===== src/rtl/multicycle_sequencer.sv =====
// Multi-cycle control sequencer: steps one instruction through fetch, decode,
// execute, memory and write-back states, driving the shared ALU, register file
// and unified memory port enables. Memory accesses wait on mem_ready with a
// bounded wait counter; an overrun or illegal instruction parks in TRAP.
module multicycle_sequencer #(
  parameter int unsigned TIMEOUT = 15,
  parameter int unsigned CNT_W   = 16
) (
  input  logic             clock,
  input  logic             resetn,
  input  logic [5:0]       opcode,
  input  logic [5:0]       funct,
  input  logic             zero,
  input  logic             mem_ready,
  output logic             pc_write,
  output logic             pc_src,
  output logic             ir_write,
  output logic             iord,
  output logic             mem_read,
  output logic             mem_write,
  output logic             reg_write,
  output logic             reg_dst,
  output logic             mem_to_reg,
  output logic             alu_src_a,
  output logic [1:0]       alu_src_b,
  output logic [5:0]       alu_op,
  output logic             trap,
  output logic [3:0]       state,
  output logic [CNT_W-1:0] retired
);

  typedef enum logic [3:0] {
    StFetch   = 4'd0,
    StDecode  = 4'd1,
    StExecMem = 4'd2,
    StMemRd   = 4'd3,
    StMemWr   = 4'd4,
    StWbMem   = 4'd5,
    StExecR   = 4'd6,
    StWbR     = 4'd7,
    StExecI   = 4'd8,
    StWbI     = 4'd9,
    StBranch  = 4'd10,
    StTrap    = 4'd15
  } state_t;

  localparam logic [5:0] OpRtype = 6'b000000;
  localparam logic [5:0] OpLw    = 6'b100011;
  localparam logic [5:0] OpSw    = 6'b101011;
  localparam logic [5:0] OpAddi  = 6'b001000;
  localparam logic [5:0] OpBeq   = 6'b000100;
  localparam logic [5:0] AluAdd  = 6'b100000;
  localparam logic [5:0] AluSub  = 6'b100010;
  localparam logic [7:0] TimeoutVal = 8'(TIMEOUT);

  state_t           state_q, state_d;
  logic [7:0]       wait_q, wait_d;
  logic [CNT_W-1:0] retired_q, retired_d;
  logic             funct_ok;

  // Supported R-type function codes: add, sub, and, or, xor, nor.
  always_comb begin
    funct_ok = 1'b0;
    case (funct)
      6'b100000, 6'b100010, 6'b100100,
      6'b100101, 6'b100110, 6'b100111: funct_ok = 1'b1;
      default:                         funct_ok = 1'b0;
    endcase
  end

  // Next-state, wait counter and retire counter. The wait counter only counts
  // while a memory-facing state stalls; every other path clears it, which also
  // covers the clear-on-entry to FETCH/MEM_RD/MEM_WR.
  always_comb begin
    state_d   = state_q;
    wait_d    = '0;
    retired_d = retired_q;
    case (state_q)
      StFetch, StMemRd, StMemWr: begin
        if (mem_ready) begin
          if (state_q == StFetch) begin
            state_d = StDecode;
          end else if (state_q == StMemRd) begin
            state_d = StWbMem;
          end else begin
            state_d   = StFetch;
            retired_d = retired_q + CNT_W'(1);
          end
        end else if (wait_q == TimeoutVal) begin
          state_d = StTrap;
        end else begin
          wait_d = wait_q + 8'd1;
        end
      end
      StDecode: begin
        if (opcode == OpLw || opcode == OpSw) begin
          state_d = StExecMem;
        end else if (opcode == OpRtype && funct_ok) begin
          state_d = StExecR;
        end else if (opcode == OpAddi) begin
          state_d = StExecI;
        end else if (opcode == OpBeq) begin
          state_d = StBranch;
        end else begin
          state_d = StTrap;
        end
      end
      StExecMem: state_d = (opcode == OpLw) ? StMemRd : StMemWr;
      StExecR:   state_d = StWbR;
      StExecI:   state_d = StWbI;
      StWbMem, StWbR, StWbI, StBranch: begin
        state_d   = StFetch;
        retired_d = retired_q + CNT_W'(1);
      end
      StTrap:  state_d = StTrap;
      default: state_d = StTrap;
    endcase
  end

  // State and counter registers.
  always_ff @(posedge clock or negedge resetn) begin
    if (!resetn) begin
      state_q   <= StFetch;
      wait_q    <= '0;
      retired_q <= '0;
    end else begin
      state_q   <= state_d;
      wait_q    <= wait_d;
      retired_q <= retired_d;
    end
  end

  // Moore output decode; FETCH and BRANCH additionally look at mem_ready/zero.
  // Outputs are forced idle while resetn is low so an abort issues no access.
  always_comb begin
    pc_write   = 1'b0;
    pc_src     = 1'b0;
    ir_write   = 1'b0;
    iord       = 1'b0;
    mem_read   = 1'b0;
    mem_write  = 1'b0;
    reg_write  = 1'b0;
    reg_dst    = 1'b0;
    mem_to_reg = 1'b0;
    alu_src_a  = 1'b0;
    alu_src_b  = 2'b00;
    alu_op     = AluAdd;
    trap       = 1'b0;
    if (resetn) begin
      case (state_q)
        StFetch: begin
          mem_read  = 1'b1;
          alu_src_b = 2'b01;
          ir_write  = mem_ready;
          pc_write  = mem_ready;
        end
        StDecode: alu_src_b = 2'b11;
        StExecMem: begin
          alu_src_a = 1'b1;
          alu_src_b = 2'b10;
        end
        StMemRd: begin
          iord     = 1'b1;
          mem_read = 1'b1;
        end
        StMemWr: begin
          iord      = 1'b1;
          mem_write = 1'b1;
        end
        StWbMem: begin
          reg_write  = 1'b1;
          mem_to_reg = 1'b1;
        end
        StExecR: begin
          alu_src_a = 1'b1;
          alu_op    = funct;
        end
        StWbR: begin
          reg_write = 1'b1;
          reg_dst   = 1'b1;
          alu_op    = funct;
        end
        StExecI: begin
          alu_src_a = 1'b1;
          alu_src_b = 2'b10;
        end
        StWbI: reg_write = 1'b1;
        StBranch: begin
          alu_src_a = 1'b1;
          alu_op    = AluSub;
          pc_src    = 1'b1;
          pc_write  = zero;
        end
        StTrap:  trap = 1'b1;
        default: trap = 1'b1;
      endcase
    end
  end

  assign state   = state_q;
  assign retired = retired_q;

endmodule


===== config.mk =====
export PLATFORM = sky130hd
export DESIGN_NAME = multicycle_sequencer
export DESIGN_NICKNAME = d
export VERILOG_FILES = /design/src/rtl/multicycle_sequencer.sv
export SDC_FILE = /design/constraint.sdc
export NUM_CORES = 1
export LEC_CHECK = 0
export BUFFER_PORTS_ARGS = -buffer_cell sky130_fd_sc_hd__buf_2
export CAP_MARGIN = 20
export CORE_MARGIN = 10
export CORE_UTILIZATION = 51
export DETAILED_ROUTE_END_ITERATION = 6
export PLACE_DENSITY = 0.77
export SETUP_SLACK_MARGIN = 0.02
export SYNTH_ARGS = -nofsm -noshare
export SYNTH_HDL_FRONTEND = slang
export SYNTH_SLANG_ARGS = --single-unit
export TNS_END_PERCENT = 20

===== constraint.sdc =====
create_clock -name clock -period 2.23 [get_ports clock]
set_clock_uncertainty 0.2 [all_clocks]
set_input_delay 0.223 -clock clock [delete_from_list [all_inputs] [get_ports clock]]
set_output_delay 0.223 -clock clock [all_outputs]
set_load 0.005 [all_outputs]

Word-level counts from Yosys, hierarchy flattened --
Cells that the tools add are included.
Storage, ports and cells: register bits after elaboration 28, input bits 16, output and inout bits 39, word-level logic and storage cells 90
Cells by class: $add $sub $neg 2, equality and inequality tests 25, multiplexer cells 44, reduce and logical (&&, ||, !) cells 16
Operators with widths (number):
- $eq A6 B6 Y1 const B | 8
- $mux W16 | 3
- $pmux W16 S2 | 1
- $mux W8 | 3
- $pmux W4 S6 | 1
- $mux W1 | 22
- $add A16 B1 Y16 const B | 1
- $eq A4 B3 Y1 const B | 4
- $mux W4 | 4
- $mux W3 | 5
- $eq A4 B4 Y1 const B | 3
- $pmux W6 S2 | 1
- $reduce_or A11 Y1 | 1
- $add A8 B1 Y8 const B | 1
- $eq A4 B2 Y1 const B | 2
- $eq A8 B4 Y1 const B | 1
- $reduce_or A2 Y1 | 4
- $reduce_or A4 Y1 | 2
- $eq A6 B3 Y1 const B | 1
- $eq A6 B4 Y1 const B | 1
- $logic_not A6 Y1 | 1
- $mux W6 | 1
- $ne A2 B2 Y1 const B | 3
- $pmux W2 S3 | 1
- other kinds (11) | 12

Logic depth before layout (Yosys ltp) --
word-level depth 7, gate-level depth with buffers 6, depth with buffers taken out 5

Least setup slack after synthesis --
Ideal clock, no wire load.
path type flip-flop to flip-flop, start point register state_q[1], in the netlist state[1], end point register state_q[0], in the netlist state[0], setup time 0.126 ns, arrival 1.509 ns, data required time 1.904 ns, path slack 0.395 ns, cell stages (with the launch flop) 6, buffers on the path 1, clock period less this slack 1.835 ns, cell sequence dfrtp_1 buf_4 or2_2 a211o_1 a21o_1 o32a_1
On the way: cells in the longest elaborated chain, start to end 5, elaborated cells on any way between the ends 18, classes of those cells 11 x eq/ne; 4 x mux; 3 x reduce/logical
RTL lines:
- start, declared | line 56 | state_t state_q, state_d;
- start signal, assigned | line 123 | state_q <= StFetch;
- start signal, assigned | line 127 | state_q <= state_d;
- $eq A4 B2 Y1 | line 78, 83
- $mux W3 | line 83 | end else if (state_q == StMemRd) begin
- $mux W3 | line 81 | if (state_q == StFetch) begin
- $mux W4 | line 80 | if (mem_ready) begin
- $pmux W4 S6 | line 78 | case (state_q)
Parallel ways exist; a longest one is shown, timed or not. A chain may end at the register's enable or synchronous reset.

Worst setup path after layout --
start point register state_q[0], in the netlist state[0], end point output port iord
On the way: cells in the longest elaborated chain, start to end 4, elaborated cells on any way between the ends 5, classes of those cells 2 x eq/ne; 2 x mux; 1 x reduce/logical
RTL lines:
- $eq A4 B2 Y1 / $eq A4 B3 Y1 (equally long branches) | line 150 | case (state_q)
- $reduce_or A2 Y1 (no source line) *
- $mux W1 * | line 150
- $mux W1 * | line 149 | if (resetn) begin
- end, declared | line 18 | output logic iord,
Mark *: on every way between the ends. The rest lies on a longest branch, timed or not.

==> summary.md <==
| Metric | Value |
|---|---|
| Status | `completed` |
| N_diodes | `0` |
| Final slew viol count | `0` |
| Root Driver | `clkbuf_4` |
| Final hold vios | `0` |
| Die width | `79.8 µm` |
| Unrepaired setup endpoints after global routing | `true` |
| Synth async-reset ratio | `100%` |
| Die footprint | `6370 µm²` |
| Nets | `275` |
| Cell Rows | `21` |
| Core Footprint | `3390 µm²` |
| Cell variety after synth | `53` |
| Required @ worst endpoint | `1.81 ns` |
| Dpl ws | `0.100 ns` |
| Critical path class | `flop to output port` |
| Post-synthesis cell area | `between 1500 and 2000 µm²` |
| Final core occ | `66.8%` |
| Crit Path Max Fanout | `7` |
| Die Y | `79.8 µm` |
| Synth Register Bits | `28` |
| Critical Path End Type | `output port` |
| PD cells | `1240 nW/µm²` |
| R2r startpoint | `state[1]` |
| CP startpoint kind | `flop` |
| DR DRC count | `0` |
| Number of global-route vias before repair | `1668` |
| Synth Flop Type | `dfrtp_1` |
| HPWL after DPL | `3650 µm` |
| Post-Syn Instances | `a little under 200` |
| Worst slew pin tran | `about 0.57 ns` |
| Relative slew slack | `61.2%` |
| EDFF count, synth | `0` |
| RePlAce Congestion | `approximately 0.82` |
| Synth Warn # | `0` |
| Multi-input logic area | `~1100 µm²` |
| Clk sinks | `28` |
| Seq/Total Area, Yosys | `38.4%` |
| Layout area overhead | `24.0%` |
| Largest net degree at the start of global routing | `25` |
| I/O Buffers | `54` |
| DR pass1 iterations | `4` |
| Fin area | `2260 µm²` |
| I/O Pins | `55` |
| Syn Area/Cell | `9.46 µm²` |
| Worst min path class | `input pin to asynchronous set/reset pin` |
| Layout cells sized above 1 | `35.3%` |
| Min Tclk post-route | `2.18 ns` |
| CTS clock-pin slew for the worst setup and hold paths | `~0.14 ns` |
| Starting Density | `53.9%` |
| Fill cells | `264` |
| Max cap viols | `0` |
| Leading cell type in the layout, fill and taps excluded | `buf_2` |
| GR Overflow Total | `0` |
| Crit path DAT | `1.75 ns` |
| Most frequent cells in the layout | `54 x buf_2, 28 x dfrtp_1, 18 x xor2_1, 18 x nand2_1, 17 x nor2_1` |
| Worst vdd ir | `a little under 0.7 mV` |
| Cells on worst reg2reg path | `5` |
| TritonCTS clock tree | `done` |
| Leakage power | `1.01 nW` |
| Initial antenna violation count | `0` |
| Routed wire per std cell | `roughly 16 µm` |
| Placed Cells | `296` |
| Layout Cells excl Fill | `301` |
| GRT Overall Usage | `14.2%` |
| Final worst path period share | `97.6%` |
| Placed Area | `2180 µm²` |
| Clock Path Buffers | `2` |
| Worst-Skew Late Latency | `0.32 ns` |
| FF-to-FF End | `retired[1]` |
| Vias | `about 1.7k` |
| WL final | `4690 µm` |
| Reg2Reg Setup Slack | `0.09 ns` |
| H-tree Lvls | `1` |
| Cts bufs inserted | `3` |
| Fmax | `460 MHz` |
| Post-DRT Antenna Nets | `0` |
| Register area | `701 µm²` |
| Power, Total | `2.81 mW` |
| Synthesized net count | `about 210` |
| Setup TNS | `0 ns` |
| Endpoints failing setup | `0` |
| Drt initial violations | `84` |
| Setup WS post-layout | `0.0539 ns` |
| Hold WS | `0.0772 ns` |
| Mean number of vias per cell | `approximately 5.7` |
| First-pass GRT wire length | `around 7600 µm` |
==> cell usage after synthesis (3+ instances only) <==
master     count  area share [%]
a2111oi_0      5             2.4
a211oi_1       5             2.1
a21o_1         3             1.2
a21oi_1       10             2.7
and2_1         3             1.0
and2b_2        3             1.4
and3_1         4             1.4
dfrtp_1       28              38
inv_1          7             1.4
nand2_1       19             3.9
nand3_1        7             1.9
nand4_1        3             1.0
nor2_1        18             3.7
nor3_1         6             1.6
or2_2          4             1.4
xnor2_1        5             2.4
xor2_1        18             8.6
==> report_power, final <==
part | total, mW | internal (mW) | switching, mW | leakage (nW)
registers | 0.906 | 0.690 | 0.216 | 0.328
clock network | 0.205 | 0.0634 | 0.141 | 0.0138
logic | 1.70 | 0.736 | 0.963 | 0.665
==> registers in the layout, summed over array words and instances, names as in the netlist <==
register	flops
retired	16
wait_q	8
state	4
==> how the worst max path moves through the flow <==
stage	startpoint	cells after the start	slack, ns	endpoint
after floorplan	state[1]	5	0.40	state[0]
after global placement	state[1]	5	0.21	state[2]
after detailed placement	state[1]	5	0.10	state[2]
after CTS	state[1]	5	0.04	state[2]
after global routing	state[0]	5	-0.006	iord
final	state[0]	5	0.05	iord
==> logic make-up (layout without fill, tap and decap cells) <==
family	count (synthesis)	count (layout)	share of synthesized area, %
flops	28	28	38.4
compound gates	40	40	19.3
xor+xnor	23	23	11.0
fa+ha+maj	2	2	1.37
mux	2	2	1.17
buf+inv	15	77	4.25
simple gates	83	83	24.5
==> routing by layer <==
layer / vias to the layer above / global-route usage (%) / wire length, µm
met5: - / 0 / 0
met4: 0 / 4.58 / 62
met3: 8 / 4.50 / 453
met2: 68 / 23.1 / 2130
met1: 798 / 17.5 / 2050
li1: 832 / - / -
==> final cells by class <==
class,instances,area share (%)
flip-flops and latches,28,31.0
well taps,46,2.54
inverters,7,1.16
clock buffers,3,0.995
repair buffers,67,16.4
multi-input cells,150,48.0
==> repair_timing <==
item,4_1_cts,5_1_grt
hold endpoints to repair,28,0
gates resized for setup,0,8
buffers inserted,1,0
pin swaps,0,0
hold buffers,1,0
endpoints found under the setup margin,1,15
==> critical path, cell delays in order (launching register included) <==
cell,delay (ns)
dfrtp_1,0.42
buf_4,0.16
or2_2,0.29
or2_2,0.29
a21oi_2,0.14
buf_2,0.12
No activity file was read; power rests on OpenSTA's default activity.
